$ cat config.mk
export PLATFORM = sky130hd
export DESIGN_NAME = cpu_sequencer
export DESIGN_NICKNAME = d
export VERILOG_FILES = /design/src/rtl/cpu_sequencer.sv
export SDC_FILE = /design/constraint.sdc
export NUM_CORES = 1
export LEC_CHECK = 0
export CAP_MARGIN = 20
export CORE_AREA = 2 2 39 41
export DETAILED_ROUTE_END_ITERATION = 10
export DIE_AREA = 0 0 41 43
export DONT_BUFFER_PORTS = 1
export PLACE_DENSITY = 0.45
export SLEW_MARGIN = 20
export SYNTH_ARGS = -nofsm -noshare
export SYNTH_HDL_FRONTEND = slang
export SYNTH_SLANG_ARGS = --single-unit
$ cat constraint.sdc
create_clock -name clk -period 1.7 [get_ports clk]
set_input_delay 0.17 -clock clk [delete_from_list [all_inputs] [get_ports clk]]
set_output_delay 0.17 -clock clk [all_outputs]
set_load 0.02 [all_outputs]
$ cat src/rtl/cpu_sequencer.sv
// Eight-phase instruction sequencer and control decoder for the 5-bit-address accumulator CPU.
// Outputs are combinational from phase, opcode, zero and the halted flag; halt freezes the phase at OP_ADDR.
module cpu_sequencer (
  input  logic       clk,
  input  logic       rst,
  input  logic [2:0] opcode,
  input  logic       zero,
  output logic       sel,
  output logic       rd,
  output logic       wr,
  output logic       ld_ir,
  output logic       ld_ac,
  output logic       inc_pc,
  output logic       ld_pc,
  output logic       data_e,
  output logic       halt,
  output logic [2:0] phase
);

  typedef enum logic [2:0] {
    INST_ADDR  = 3'd0,
    INST_FETCH = 3'd1,
    INST_LOAD  = 3'd2,
    IDLE       = 3'd3,
    OP_ADDR    = 3'd4,
    OP_FETCH   = 3'd5,
    ALU_OP     = 3'd6,
    STORE      = 3'd7
  } phase_t;

  localparam logic [2:0] OP_HLT = 3'b000;
  localparam logic [2:0] OP_SKZ = 3'b001;
  localparam logic [2:0] OP_ADD = 3'b010;
  localparam logic [2:0] OP_AND = 3'b011;
  localparam logic [2:0] OP_XOR = 3'b100;
  localparam logic [2:0] OP_LDA = 3'b101;
  localparam logic [2:0] OP_STO = 3'b110;
  localparam logic [2:0] OP_JMP = 3'b111;

  phase_t r_phase;
  phase_t w_phase_nxt;
  logic   r_halted;
  logic   w_halted_nxt;
  logic   w_aluop;
  logic   w_hlt;
  logic   w_sto;
  logic   w_jmp;

  assign w_aluop = (opcode == OP_ADD) | (opcode == OP_AND) | (opcode == OP_XOR) | (opcode == OP_LDA);
  assign w_hlt   = (opcode == OP_HLT);
  assign w_sto   = (opcode == OP_STO);
  assign w_jmp   = (opcode == OP_JMP);

  always_ff @(posedge clk or posedge rst) begin
    if (rst) begin
      r_phase  <= INST_ADDR;
      r_halted <= 1'b0;
    end else begin
      r_phase  <= w_phase_nxt;
      r_halted <= w_halted_nxt;
    end
  end

  // A HLT seen in OP_ADDR parks the phase there until reset.
  always_comb begin
    w_halted_nxt = r_halted;
    w_phase_nxt  = phase_t'(r_phase + 3'd1);
    if (r_halted) begin
      w_phase_nxt = OP_ADDR;
    end else if ((r_phase == OP_ADDR) && w_hlt) begin
      w_halted_nxt = 1'b1;
      w_phase_nxt  = OP_ADDR;
    end
  end

  always_comb begin
    sel    = 1'b0;
    rd     = 1'b0;
    wr     = 1'b0;
    ld_ir  = 1'b0;
    ld_ac  = 1'b0;
    inc_pc = 1'b0;
    ld_pc  = 1'b0;
    data_e = 1'b0;
    halt   = 1'b0;
    if (r_halted) begin
      halt = 1'b1;
    end else begin
      case (r_phase)
        INST_ADDR: sel = 1'b1;
        INST_FETCH: begin
          sel = 1'b1;
          rd  = 1'b1;
        end
        INST_LOAD, IDLE: begin
          sel   = 1'b1;
          rd    = 1'b1;
          ld_ir = 1'b1;
        end
        OP_ADDR: begin
          inc_pc = 1'b1;
          halt   = w_hlt;
        end
        OP_FETCH: rd = w_aluop;
        ALU_OP: begin
          rd     = w_aluop;
          inc_pc = (opcode == OP_SKZ) & zero;
          ld_pc  = w_jmp;
          data_e = w_sto;
        end
        STORE: begin
          rd     = w_aluop;
          ld_ac  = w_aluop;
          inc_pc = w_jmp;
          ld_pc  = w_jmp;
          wr     = w_sto;
          data_e = w_sto;
        end
        default: ;
      endcase
    end
  end

  assign phase = r_phase;

endmodule

* Word level (Yosys, flattened, before mapping)
Cells that the tools add are included.
Word-level totals: RAM bits 0, memories kept 0, input port bits 6, register bits after elaboration 4, word-level logic and storage cells 51, latch bits 0, memory bits (read-only) 0
Cells by class: $add $sub $neg 1, magnitude comparators 0, muxes and demuxes 22, multipliers 0, bitwise gates (word level) 4, reductions and logical operators 8, shifts and indexed selects 0, equal/unequal tests 14, divide/modulo/power cells 0
Operators with widths (count):
- 3-bit == test, second input constant | 8
- 1-bit two-way mux | 18
- 3-bit by 2-bit == test with 1-bit output, second input constant | 4
- 3-bit by 1-bit == test with 1-bit output, second input constant | 2
- 3-bit zero test | 2
- 3-bit two-way mux | 2
- 3-bit OR reduction | 2
- 2-bit OR reduction | 2
- 4-bit OR reduction | 1
- 3-bit by 1-bit adder with 3-bit output, second input constant | 1
- 1-bit OR | 3
- 1-bit case mux with 3 select lines | 1
- 1-bit case mux with 2 select lines | 1
- 1-bit bitwise AND | 1
- 1-bit logical AND | 1

* Logic depth before layout (Yosys ltp)
depth in word-level cells 6, gate-level depth with buffers 5, mapped depth without buffers 5

* Least setup slack after synthesis
OpenSTA, ideal clock, no wires.
path kind register to output, start point reg r_phase[0] (netlist: phase[0]), end point out data_e, arrival 1.648 ns, path buffers 0, slack -0.118 ns, cell stages (with the launch flop) 5, required time 1.530 ns, path through dfrtp_1 > ha_1 > ha_1 > a21oi_1 > nor4_1
Between the ends: word-level cells in the longest chain between the ends 4, elaborated cells between the ends (all ways) 5
Ends and longest elaborated chain:
- start: declaration | RTL line 40 | phase_t r_phase;
- start signal: assignment | RTL line 59 | r_phase <= w_phase_nxt;
- 3-bit == test | RTL line 89 | case (r_phase)
- 2-bit OR reduction (no source line) *
- 1-bit two-way mux * | RTL line 89
- 1-bit two-way mux * | RTL line 86 | if (r_halted) begin
- end: declaration | RTL line 15 | output logic data_e,
Mark *: on every way between the ends. The rest lies on a longest branch, timed or not.

* Worst setup path in the final report
start point reg r_phase[0] (netlist: phase[0]), end point out rd
Between the ends: word-level cells in the longest chain between the ends 4, elaborated cells between the ends (all ways) 10
Ends and longest elaborated chain:
- 3-bit == test, or another cell as far along | RTL line 89
- 3-bit OR reduction (no source line)
- 1-bit case mux with 2 select lines * | RTL line 89
- 1-bit two-way mux * | RTL line 86
- end: declaration | RTL line 9 | output logic rd,
Marks and branches as above.

==> impl_metrics.json <==
{
  "clock_latency_ns": 0.23,
  "power_density_nw_per_um2": 535,
  "synth_top_area_share": 0.280,
  "cts.htree.levels": 1,
  "pwr-share-clk": 0.356,
  "io_pins": 18,
  "placed_area_sq_um": 449,
  "p_leak_uw": 0.000244,
  "clock_skew_ns": 0.00233,
  "ant_nets": 0,
  "intPower_uw": 223,
  "clk_pin_slew_worst_paths_ns": 0.04,
  "hold_path.class": "primary input to flop",
  "path_class": "flop to output pin",
  "instances_no_fill": 75,
  "synth_fa_ha_area_frac": 0.245,
  "layout_commonest_cell": "buf_4",
  "period_needed_ns": 1.68,
  "yosysTopAreaCell": "dfrtp_1",
  "dp.cells": 68,
  "port_buffers": 0,
  "cp.arrival_ns": 1.51,
  "finalHoldViolCount": 0,
  "area_growth_pct": 71.0,
  "cts_buffers": 3,
  "worst_hold_slack_ns": 0.196,
  "syn_nets": 57,
  "wire_per_inst_microns": 12.0,
  "drv_slew": 0,
  "fin_total_pwr_uw": 328,
  "hp-start": "opcode[0]",
  "antenna_cells": 0,
  "cts_tree": "yes",
  "seqPwrFrac": 0.371,
  "worstReg2RegEnd": "phase[0]$_DFF_PP0_",
  "min_period_over_period": 0.986,
  "synth_xor_area_frac": 0.0245,
  "fin_setup_tns_ns": 0,
  "final_nets": 74,
  "grt_usage": 0.120,
  "final_cell_mix": "10 x buf_4, 4 x inv_1, 4 x nand2_1",
  "hpwl_microns": 636,
  "initial_utilization": 0.259,
  "num_rows": 14,
  "synth_warnings": 0,
  "critPathLaunchType": "flop",
  "dieWidth_microns": 41,
  "pwr-share-comb": 0.273,
  "netlist_top_cells_area": "dfrtp_1 28%, ha_1 24%, a21oi_1 7.0%",
  "worst_pin_slew_ns": 0.420,
  "seq_area_frac_synth": 0.280,
  "setup.worst_path.start": "phase[0]$_DFF_PP0_",
  "grt_max_degree": 11,
  "rrSetupSlack_ns": 0.32,
  "r2r_cells": 6,
  "dieArea_sq_um": 1760,
  "drt-initial-drc-count": 0,
  "status": "completed",
  "grt_pass1_vias": 339,
  "critical_path_required_ns": 1.53,
  "slew_headroom": 0.720,
  "synth.area.mux_share": 0,
  "yosys.area_share.simple": 0.248,
  "synth_top_family_by_area": "simple AND/OR/NAND/NOR gates",
  "p_switching_uw": 104,
  "drive_gt1_frac": 0.559,
  "swShare": 0.318,
  "max_freq_mhz": 596,
  "drt-total-wl_microns": 900,
  "endpoint": "rd",
  "antenna_found_initial": 0,
  "fp.dieH_microns": 43,
  "core_sq_um": 1380,
  "synth_compound_area_frac": 0.129,
  "synth_cells": 44,
  "clock-sinks": 4,
  "vias": 361,
  "dr.pass1.iters": 1,
  "synth_area_sq_um": 358,
  "drc": 0,
  "overflow": 0,
  "cts-root-buf": "clkbuf_4",
  "vdd_drop_max_uv": 332,
  "maxCapViolations": 0,
  "synthDistinctLibCells": 18,
  "viasPerCell": 4.81,
  "critPathMaxFanout": 4,
  "grt_pass1_wl_microns": 1390,
  "clk_path_buf_depth": 2,
  "fin_area_sq_um": 612,
  "ys_ff_latch": 4,
  "setup_violations": 0,
  "worst_setup_path_end_kind": "output pin",
  "globalplace.congestion": 0.656,
  "rr_startpoint": "phase[0]$_DFF_PP0_",
  "rsz0062_at_grt": "yes",
  "synth.avg_cell_area_sq_um": 8.13
}
[stage by stage]
stage,setup WS [ns],util
4_1_cts,-0.00433,0.416
2_1_floorplan,-0.118,-
6_report,0.0234,0.442
3_3_place_gp,0.131,0.325
5_1_grt,-0.0291,0.442
3_5_place_dp,0.0993,0.325
[layer usage]
layer	up-vias	global-route usage	wire, microns
met5	-	0	0
met2	7	0.178	508
met3	0	0.0314	32
met1	171	0.134	358
met4	0	0.100	0
li1	183	-	-
[state kept, by name (all words and copies together) (netlist names)]
name      cells
phase         3
r_halted      1
[kinds of logic (layout without fill, tap and decap cells)]
kind of cell / Yosys count / count (layout)
compound gates: 8 / 8
xor+xnor: 1 / 1
fa+ha+maj: 7 / 7
buf+inv: 7 / 22
flops: 4 / 4
simple gates: 17 / 17
[critical path, cell delays in order (launching register included)]
cell     delay (ns)
dfrtp_2        0.43
inv_4          0.06
ha_2           0.21
or3_4          0.38
o32ai_4        0.20
[how the worst min path moves through the flow]
stage                               endpoint  slack [ns]  cells past startpoint
after floorplan           phase[0]$_DFF_PP0_       -0.06                      1
after global placement    r_halted$_DFF_PP0_       -0.05                      1
after detailed placement  r_halted$_DFF_PP0_       -0.05                      1
after CTS                 phase[2]$_DFF_PP0_        0.20                      3
after global routing      phase[2]$_DFF_PP0_        0.20                      3
final                     phase[2]$_DFF_PP0_        0.20                      3
[repair_timing]
item | CTS | global route
buffers inserted | 3 | 0
endpoints found under the setup margin | 4 | 7
resized for setup | 15 | 10
endpoints found under the hold margin | 4 | 0
hold buffers | 1 | 0
pin swaps | 4 | 2
[power groups by stage]
stage,registers (uW),clock network [uW],logic [uW]
floorplan,112,0,49.4
global placement,116,0,66.0
detailed placement,116,0,64.9
CTS,117,124,88.8
global route,124,131,97.8
finish,122,117,89.3
[synth_stat cells]
cell type / count
a21oi_1: 5
nand2b_1: 1
or2_2: 1
nor2b_1: 1
nor4_1: 2
inv_1: 6
nand4_1: 2
nor2_1: 3
nor3_1: 1
a31oi_1: 2
nand2_1: 4
clkbuf_1: 1
ha_1: 7
or3_1: 1
o32ai_1: 1
xnor2_1: 1
nor3b_1: 1
dfrtp_1: 4
[layout make-up]
cell class	count	area, sq um
fill	141	772
multi-input combinational	33	334
timing repair buffer	13	108
sequential	4	103
inverter	6	25.0
clock buffer	3	22.5
tap	16	20.0
Power figures use the tool's default switching activity.
